## config.mk

```make
export PLATFORM = sky130hd
export DESIGN_NAME = acc_breg_sequencer_flat
export DESIGN_NICKNAME = d
export VERILOG_FILES = /design/src/rtl/acc_breg_sequencer_if.sv /design/src/rtl/acc_breg_sequencer.sv /design/src/flat_wrapper.sv
export SDC_FILE = /design/constraint.sdc
export NUM_CORES = 1
export LEC_CHECK = 0
export ABC_AREA = 1
export BUFFER_PORTS_ARGS = -buffer_cell sky130_fd_sc_hd__buf_2
export CAP_MARGIN = 0
export CORE_ASPECT_RATIO = 1.5
export CORE_UTILIZATION = 45
export CTS_BUF_LIST = sky130_fd_sc_hd__clkbuf_8
export CTS_CLUSTER_SIZE = 28
export DETAILED_ROUTE_END_ITERATION = 12
export PLACE_DENSITY = 0.73
export SETUP_SLACK_MARGIN = 0.3
export SLEW_MARGIN = 25
export SYNTH_ARGS = -nofsm -noshare
export SYNTH_HDL_FRONTEND = slang
export SYNTH_SLANG_ARGS = --single-unit
```

## constraint.sdc

```tcl
create_clock -name CLK -period 1.4 [get_ports CLK]
set_clock_uncertainty 0.2 [all_clocks]
set_input_delay 0.21 -clock CLK [delete_from_list [all_inputs] [get_ports CLK]]
set_output_delay 0.21 -clock CLK [all_outputs]
set_load 0.05 [all_outputs]
```

## src/rtl/acc_breg_sequencer_if.sv

```systemverilog
// Control-unit / ALU side signals of the accumulator and B-register sequencer.
// The slave modport is the sequencer. The master modport is the control unit and ALU.
interface acc_breg_sequencer_if #(
  parameter int WIDTH = 8
);
  logic [WIDTH-1:0] BUS_IN;
  logic             ACC_LOAD;
  logic             REQ_VALID;
  logic [2:0]       REQ_OP;
  logic             REQ_READY;
  logic [WIDTH-1:0] ALU_RESULT;
  logic [WIDTH-1:0] ACC_OUT;
  logic [WIDTH-1:0] BREG_OUT;
  logic [2:0]       ALU_OP;
  logic             DONE;
  logic             BUSY;
  logic             FLAG_Z;
  logic             FLAG_N;

  modport master (
    output BUS_IN, ACC_LOAD, REQ_VALID, REQ_OP, ALU_RESULT,
    input  REQ_READY, ACC_OUT, BREG_OUT, ALU_OP, DONE, BUSY, FLAG_Z, FLAG_N
  );

  modport slave (
    input  BUS_IN, ACC_LOAD, REQ_VALID, REQ_OP, ALU_RESULT,
    output REQ_READY, ACC_OUT, BREG_OUT, ALU_OP, DONE, BUSY, FLAG_Z, FLAG_N
  );
endinterface

```

## src/rtl/acc_breg_sequencer.sv

```systemverilog
// Operand/writeback stage in front of the registered ALU. It owns ACC and BREG, waits out the
// ALU latency for each request, and then writes ALU_RESULT back into ACC.
//
// state  | meaning
// -------+-----------------------------------------------------------
// S_IDLE | accept ACC_LOAD or one op request
// S_EXEC | ALU inputs held stable while the latency counter runs
// S_WB   | capture ALU_RESULT into ACC, update flags, pulse DONE
module acc_breg_sequencer #(
  parameter int WIDTH       = 8,
  parameter int ALU_LATENCY = 1
) (
  input logic                 CLK,
  input logic                 RST,
  acc_breg_sequencer_if.slave bus
);

  localparam logic [1:0] S_IDLE = 2'd0;
  localparam logic [1:0] S_EXEC = 2'd1;
  localparam logic [1:0] S_WB   = 2'd2;

  localparam logic [2:0] LAT_LAST = 3'(ALU_LATENCY - 1);

  localparam logic [2:0] OP_DEC = 3'b010;
  localparam logic [2:0] OP_INC = 3'b011;
  localparam logic [2:0] OP_OC  = 3'b100;

  logic [1:0]       state_q, state_d;
  logic [WIDTH-1:0] acc_q, acc_d;
  logic [WIDTH-1:0] breg_q, breg_d;
  logic [2:0]       op_q, op_d;
  logic [2:0]       cnt_q, cnt_d;
  logic             done_q, done_d;
  logic             flag_z_q, flag_z_d;
  logic             flag_n_q, flag_n_d;
  logic             req_unary;

  assign req_unary = (bus.REQ_OP == OP_DEC) || (bus.REQ_OP == OP_INC) ||
                     (bus.REQ_OP == OP_OC);

  always_comb begin
    state_d  = state_q;
    acc_d    = acc_q;
    breg_d   = breg_q;
    op_d     = op_q;
    cnt_d    = cnt_q;
    done_d   = 1'b0;
    flag_z_d = flag_z_q;
    flag_n_d = flag_n_q;
    case (state_q)
      S_IDLE: begin
        // ACC_LOAD wins over a request in the same cycle. The request stays pending.
        if (bus.ACC_LOAD) begin
          acc_d    = bus.BUS_IN;
          flag_z_d = (bus.BUS_IN == '0);
          flag_n_d = bus.BUS_IN[WIDTH-1];
        end else if (bus.REQ_VALID) begin
          op_d    = bus.REQ_OP;
          cnt_d   = '0;
          state_d = S_EXEC;
          if (!req_unary) begin
            breg_d = bus.BUS_IN;
          end
        end
      end
      S_EXEC: begin
        cnt_d = cnt_q + 3'd1;
        if (cnt_q == LAT_LAST) begin
          state_d = S_WB;
        end
      end
      S_WB: begin
        acc_d    = bus.ALU_RESULT;
        flag_z_d = (bus.ALU_RESULT == '0);
        flag_n_d = bus.ALU_RESULT[WIDTH-1];
        done_d   = 1'b1;
        state_d  = S_IDLE;
      end
      default: state_d = S_IDLE;
    endcase
  end

  always_ff @(posedge CLK or posedge RST) begin
    if (RST) begin
      state_q  <= S_IDLE;
      acc_q    <= '0;
      breg_q   <= '0;
      op_q     <= '0;
      cnt_q    <= '0;
      done_q   <= 1'b0;
      flag_z_q <= 1'b1;
      flag_n_q <= 1'b0;
    end else begin
      state_q  <= state_d;
      acc_q    <= acc_d;
      breg_q   <= breg_d;
      op_q     <= op_d;
      cnt_q    <= cnt_d;
      done_q   <= done_d;
      flag_z_q <= flag_z_d;
      flag_n_q <= flag_n_d;
    end
  end

  assign bus.REQ_READY = (state_q == S_IDLE) && !bus.ACC_LOAD;
  assign bus.BUSY      = (state_q != S_IDLE);
  assign bus.ACC_OUT   = acc_q;
  assign bus.BREG_OUT  = breg_q;
  assign bus.ALU_OP    = op_q;
  assign bus.DONE      = done_q;
  assign bus.FLAG_Z    = flag_z_q;
  assign bus.FLAG_N    = flag_n_q;

endmodule

```

## src/flat_wrapper.sv

```systemverilog
// flat-port wrapper written by rule: the top's interface ports become plain ports
module acc_breg_sequencer_flat 
#(
  parameter int WIDTH       = 8,
  parameter int ALU_LATENCY = 1
)
  (CLK, RST, bus_BUS_IN, bus_ACC_LOAD, bus_REQ_VALID, bus_REQ_OP, bus_ALU_RESULT, bus_REQ_READY, bus_ACC_OUT, bus_BREG_OUT, bus_ALU_OP, bus_DONE, bus_BUSY, bus_FLAG_Z, bus_FLAG_N);
  acc_breg_sequencer_if #(.WIDTH(WIDTH)) bus_i ();
  input logic CLK;
  input logic RST;
  input wire logic [$bits(bus_i.BUS_IN)-1:0] bus_BUS_IN;
  input wire logic [$bits(bus_i.ACC_LOAD)-1:0] bus_ACC_LOAD;
  input wire logic [$bits(bus_i.REQ_VALID)-1:0] bus_REQ_VALID;
  input wire logic [$bits(bus_i.REQ_OP)-1:0] bus_REQ_OP;
  input wire logic [$bits(bus_i.ALU_RESULT)-1:0] bus_ALU_RESULT;
  output wire logic [$bits(bus_i.REQ_READY)-1:0] bus_REQ_READY;
  output wire logic [$bits(bus_i.ACC_OUT)-1:0] bus_ACC_OUT;
  output wire logic [$bits(bus_i.BREG_OUT)-1:0] bus_BREG_OUT;
  output wire logic [$bits(bus_i.ALU_OP)-1:0] bus_ALU_OP;
  output wire logic [$bits(bus_i.DONE)-1:0] bus_DONE;
  output wire logic [$bits(bus_i.BUSY)-1:0] bus_BUSY;
  output wire logic [$bits(bus_i.FLAG_Z)-1:0] bus_FLAG_Z;
  output wire logic [$bits(bus_i.FLAG_N)-1:0] bus_FLAG_N;
  assign bus_i.BUS_IN = bus_BUS_IN;
  assign bus_i.ACC_LOAD = bus_ACC_LOAD;
  assign bus_i.REQ_VALID = bus_REQ_VALID;
  assign bus_i.REQ_OP = bus_REQ_OP;
  assign bus_i.ALU_RESULT = bus_ALU_RESULT;
  assign bus_REQ_READY = bus_i.REQ_READY;
  assign bus_ACC_OUT = bus_i.ACC_OUT;
  assign bus_BREG_OUT = bus_i.BREG_OUT;
  assign bus_ALU_OP = bus_i.ALU_OP;
  assign bus_DONE = bus_i.DONE;
  assign bus_BUSY = bus_i.BUSY;
  assign bus_FLAG_Z = bus_i.FLAG_Z;
  assign bus_FLAG_N = bus_i.FLAG_N;
  acc_breg_sequencer #(.WIDTH(WIDTH), .ALU_LATENCY(ALU_LATENCY)) u_core (.CLK(CLK), .RST(RST), .bus(bus_i));
endmodule
```

======== Word level (Yosys, flattened, before mapping) ========
Index checks and enable logic that the tools add are counted.
storage, ports and cells
  register bits ........................... 27
  word-level logic and storage cells ...... 50
cells by class
  $add $sub $neg .......................... 1
  eq/ne operators ......................... 9
  mux-type cells .......................... 14
  bitwise gates (word level) .............. 2
  reductions and logical operators ........ 16
operators with widths
  operator                                                               number
  8-bit zero test                                                        2
  8-bit case mux with 2 select lines                                     1
  3-bit AND reduction                                                    3
  8-bit 2-to-1 mux                                                       1
  3-bit by 2-bit equality test with 1-bit output, second input constant  2
  2-bit 2-to-1 mux                                                       3
  3-bit 2-to-1 mux                                                       2
  2-bit != test, second input constant                                   3
  3-bit case mux with 2 select lines                                     1
  2-bit nonzero test                                                     3
  1-bit case mux with 2 select lines                                     2
  2-bit case mux with 2 select lines                                     1
  4-bit AND reduction                                                    1
  3-bit by 1-bit adder with 3-bit output, second input constant          1
  3-bit equality test, second input constant                             1
  3-bit zero test                                                        1
  1-bit 2-to-1 mux                                                       3
  2-bit by 1-bit equality test with 1-bit output, second input constant  1
  2-bit equality test, second input constant                             1
  2-bit zero test                                                        1
  1-bit logical OR                                                       2
  2-bit by 1-bit != test with 1-bit output, second input constant        1
  1-bit inverter                                                         2
  2-bit AND reduction                                                    1
  2 further kinds                                                        2

======== Depth between registers and ports, before layout ========
  depth in word-level cells ............... 5
  depth in mapped cells ................... 9
  mapped depth without buffers ............ 8

======== Least setup slack after synthesis ========
Ideal clock, no wire load.
  path kind ............................... register -> output
  from .................................... register u_core.state_q[0]
  to ...................................... output bus_REQ_READY
  arrival ................................. 1,571 ps
  setup slack ............................. -581 ps
  cell stages (with the launch flop) ...... 4
  path buffers ............................ 0
  cells stage by stage .................... dfrtp_1 inv_2 nand2_1 nor2_1
on the way
  cells in the longest elaborated chain, start to end .. 2
ends and longest elaborated chain
  item                      line                       text
  start: declaration        acc_breg_sequencer.sv:28   logic [1:0] state_q, state_d;
  start signal: assignment  acc_breg_sequencer.sv:94   state_q <= state_d;
  2-bit zero test           acc_breg_sequencer.sv:105  assign bus.REQ_READY = (state_q == S_IDLE) && !bus.ACC_LOAD;
  1-bit logical AND         acc_breg_sequencer.sv:105
  end: declaration          flat_wrapper.sv:16         output wire logic [$bits(bus_i.REQ_READY)-1:0] bus_REQ_READY;
No other way between the ends.

======== Worst setup path after layout ========
  from .................................... register u_core.state_q[1]
  to ...................................... register u_core.breg_q[0], in the netlist u_core.bus.BREG_OUT[0]
on the way
  cells in the longest elaborated chain, start to end .. 2
ends and longest elaborated chain
  item                                  line                      text
  2-bit zero test                       acc_breg_sequencer.sv:50  case (state_q)
  4-bit AND reduction (no source line)  -
  end signal: assignment                acc_breg_sequencer.sv:96  breg_q <= breg_d;
  end: declaration                      acc_breg_sequencer.sv:30  logic [WIDTH-1:0] breg_q, breg_d;
No other way between the ends.
A chain may end at the register's enable or synchronous reset.

==> metrics.yaml <==
floorplan:
  initial_core_util: 0.473
  core_area_sq_um: 2650
  dieArea_sq_um: 3000
  die_h_um: 66.6
  fp.dieW_um: 45.1
  rows: 23
  ios: 47
route:
  firstDrtPassIters: 4
  wl_um: 4040
  vias_per_cell: 5.12
  drc: 0
  vias: 1393
  post_drt_wl_per_cell_um: 14.8
  antenna_left: 0
  initialDrtViolationCount: 51
timing:
  max_freq_mhz: 645
  fin_crit_ns: 1.55
  final_max_slew_viol_count: 0
  worst_slew_pin_slew_ns: 0.456
  period_share: 1.11
  finalSetupViolCount: 16
  max_slew_margin: 0.696
  timing.hold.ws_ns: -0.00937
  rsz0062_at_grt: "true"
  hold_viol_final: 1
  final.setup.worst_slack_ns: -0.150
place:
  port_buffers: 46
  dpl.hpwl_um: 2070
  place_area_sq_um: 1550
  placedCellCount: 238
  place_congestion: 0.824
yosys:
  ys_warn_count: 0
  yosysSeqAreaShare: 0.520
  syn_area_per_cell_sq_um: 8.13
  synth_top_area_cell: "dfrtp_1"
  netlist.area_leader.share: 0.500
  synth_area_leaders: "dfrtp_1, nand2_1, a21oi_1"
  synth_area_sq_um: 1250
  syn_nets: 179
  ys_ff_latch: 26
  ys_types: 21
  syn-instance-count: 154
layout:
  layout.cells.non_filler: 272
  finalCoreUtilization: 0.822
  final_cell_mix: "nand2_1, buf_6, buf_2, dfrtp_1, buf_4"
  drive_above_1_share: 0.502
  nNetsFinal: 261
  n_fill_cell: 167
  final_area_sq_um: 2180
  antennaDiodeCount: 0
  areaGrowthSynthToFinish_pct: 73.8
  final_common_cell: "nand2_1"
cts:
  clk_pin_slew_ns: 0.09
  clock-sinks: 26
  cts-buffers-inserted: 3
  cts_buffer_depth: 2
  cts_tree: "built"
  worstSkewPairLatency_ns: 0.27
  cts_root_buf: "clkbuf_8"
  htreeDepth: 1
grt:
  grt_pass1_wl_um: 5910
  groute.usage.overall: 0.276
  gr-total-overflow: 0
  first_global_vias: 1340
  antenna_found_initial: 0
  grt_start_max_net_pins: 27
critical_path:
  cp.required_ns: 1.36
  crit_fanout: 5
  path_class: "flop to flop"
  critPathArrivalTime_ns: 1.51
  worstSetupEndpointType: "flop"
  worstPathCellList: "nor2_4 -> nand2_2 -> nor2_4 -> buf_4 -> inv_2 -> o21ai_1 -> nand2_1"
  slowest_stage: "dfrtp_2"
  cp_slowest_stage_delay_ns: 0.46
  cp-start-kind: "flop"
  critical_path.most_common_cell: "nor2_4"
pwr:
  ir_drop_mv: 1.62
  power_density_nw_per_um2: 2540
  p_leak_uw: 0.00107
  finalPower_uw: 5530
hold_path:
  hp-class: "primary input to flop"
run_status:
  violations: "hold timing, setup timing"
  status: "finished, violations left"
flow_run:
  maxCapViolCount: 0
==> stage by stage <==
step	setup TNS, ns	hold WS, ns	setup slack, ns
global placement	0	0.0724	0.0176
floorplan	0	0.0492	0.0202
CTS	-0.845	0.000151	-0.0993
global route	-2.74	0.00817	-0.194
finish	-1.61	-0.00937	-0.150
detailed placement	-0.110	0.0850	-0.0292
==> state kept, by name, indices dropped and copies added (netlist names) <==
signal,count
u_core.bus.BREG_OUT,8
u_core.bus.ACC_OUT,7
u_core.bus.ALU_OP,3
u_core.cnt_q,3
u_core.state_q,2
u_core.bus.DONE,1
u_core.bus.FLAG_N,1
u_core.bus.FLAG_Z,1
==> routing by layer <==
metal / up-vias / GRT usage / share of wire
met5: - / 0 / 0
met1: 663 / 0.298 / 0.36
met4: 0 / 0.163 / 0.044
met2: 66 / 0.487 / 0.55
met3: 19 / 0.0407 / 0.050
li1: 645 / - / -
==> path summary, 6_finish.rpt <==
path	slack [ns]	cells past startpoint	startpoint	end
max in group asynchronous	0.42	4	RST	u_core.bus.FLAG_Z
min in group asynchronous	0.31	4	RST	u_core.bus.ALU_OP[2]
hold reg to reg	0.30	2	u_core.bus.FLAG_Z	u_core.bus.FLAG_Z
setup reg to reg	-0.15	7	u_core.state_q[1]	u_core.bus.BREG_OUT[0]
setup / recovery	-0.15	7	u_core.state_q[1]	u_core.bus.BREG_OUT[0]
hold / removal	-0.009	3	bus_ALU_RESULT[3]	u_core.bus.ACC_OUT[3]
==> kinds of logic after synthesis <==
group	count (synthesis)	synth area share
xor+xnor	1	0.00699
flops	26	0.520
buf+inv	20	0.0749
fa+ha+maj	2	0.0200
compound gates	30	0.126
simple gates	75	0.252
==> synthesized netlist by cell type <==
library cell,number
nand2_1,47
dfrtp_1,25
nor2_1,17
a21oi_1,14
inv_1,13
o21ai_0,8
o21ai_1,6
inv_2,4
buf_6,2
ha_1,2
nand2_2,2
nand3_1,2
nor2_2,2
nor2_4,2
o21ai_2,2
and2_0,1
buf_4,1
dfstp_2,1
nor3_1,1
or2_2,1
xnor2_1,1
==> power by group <==
part / internal, uW / switching [uW] / total (uW) / leakage (uW)
sequential: 1110 / 290 / 1400 / 0.000312
clock: 197 / 233 / 429 / 0.0000269
combinational: 1400 / 2300 / 3700 / 0.000727
total: 2710 / 2820 / 5530 / 0.00107
==> critical path, delay by kind of cell, from the launching register on <==
kind	cells	cell delay, ns
AOI/OAI and AO/OA	1	0.15
buffers and inverters	2	0.19
DFF	1	0.46
and+or+nand+nor	4	0.44
==> timing repair <==
| action | in CTS | in global routing |
|---|---|---|
| buffers inserted | 9 | 6 |
| gates cloned | 2 | 0 |
| resized for setup | 83 | 25 |
| hold endpoints to repair | 37 | 0 |
| pin swaps | 8 | 9 |
| hold buffers | 13 | 0 |
| endpoints found under the setup margin | 50 | 53 |
==> final cells by class <==
class,count,area [sq um],area share
timing repair buffer,79,694,0.319
sequential,26,656,0.301
multi-input combinational,108,656,0.301
inverter,17,76.3,0.0351
tap,37,46.3,0.0213
clock buffer,3,41.3,0.0190
clock inverter,1,3.75,0.00172
timing repair inverter,1,3.75,0.00172
No activity file was read; power rests on OpenSTA's default activity.
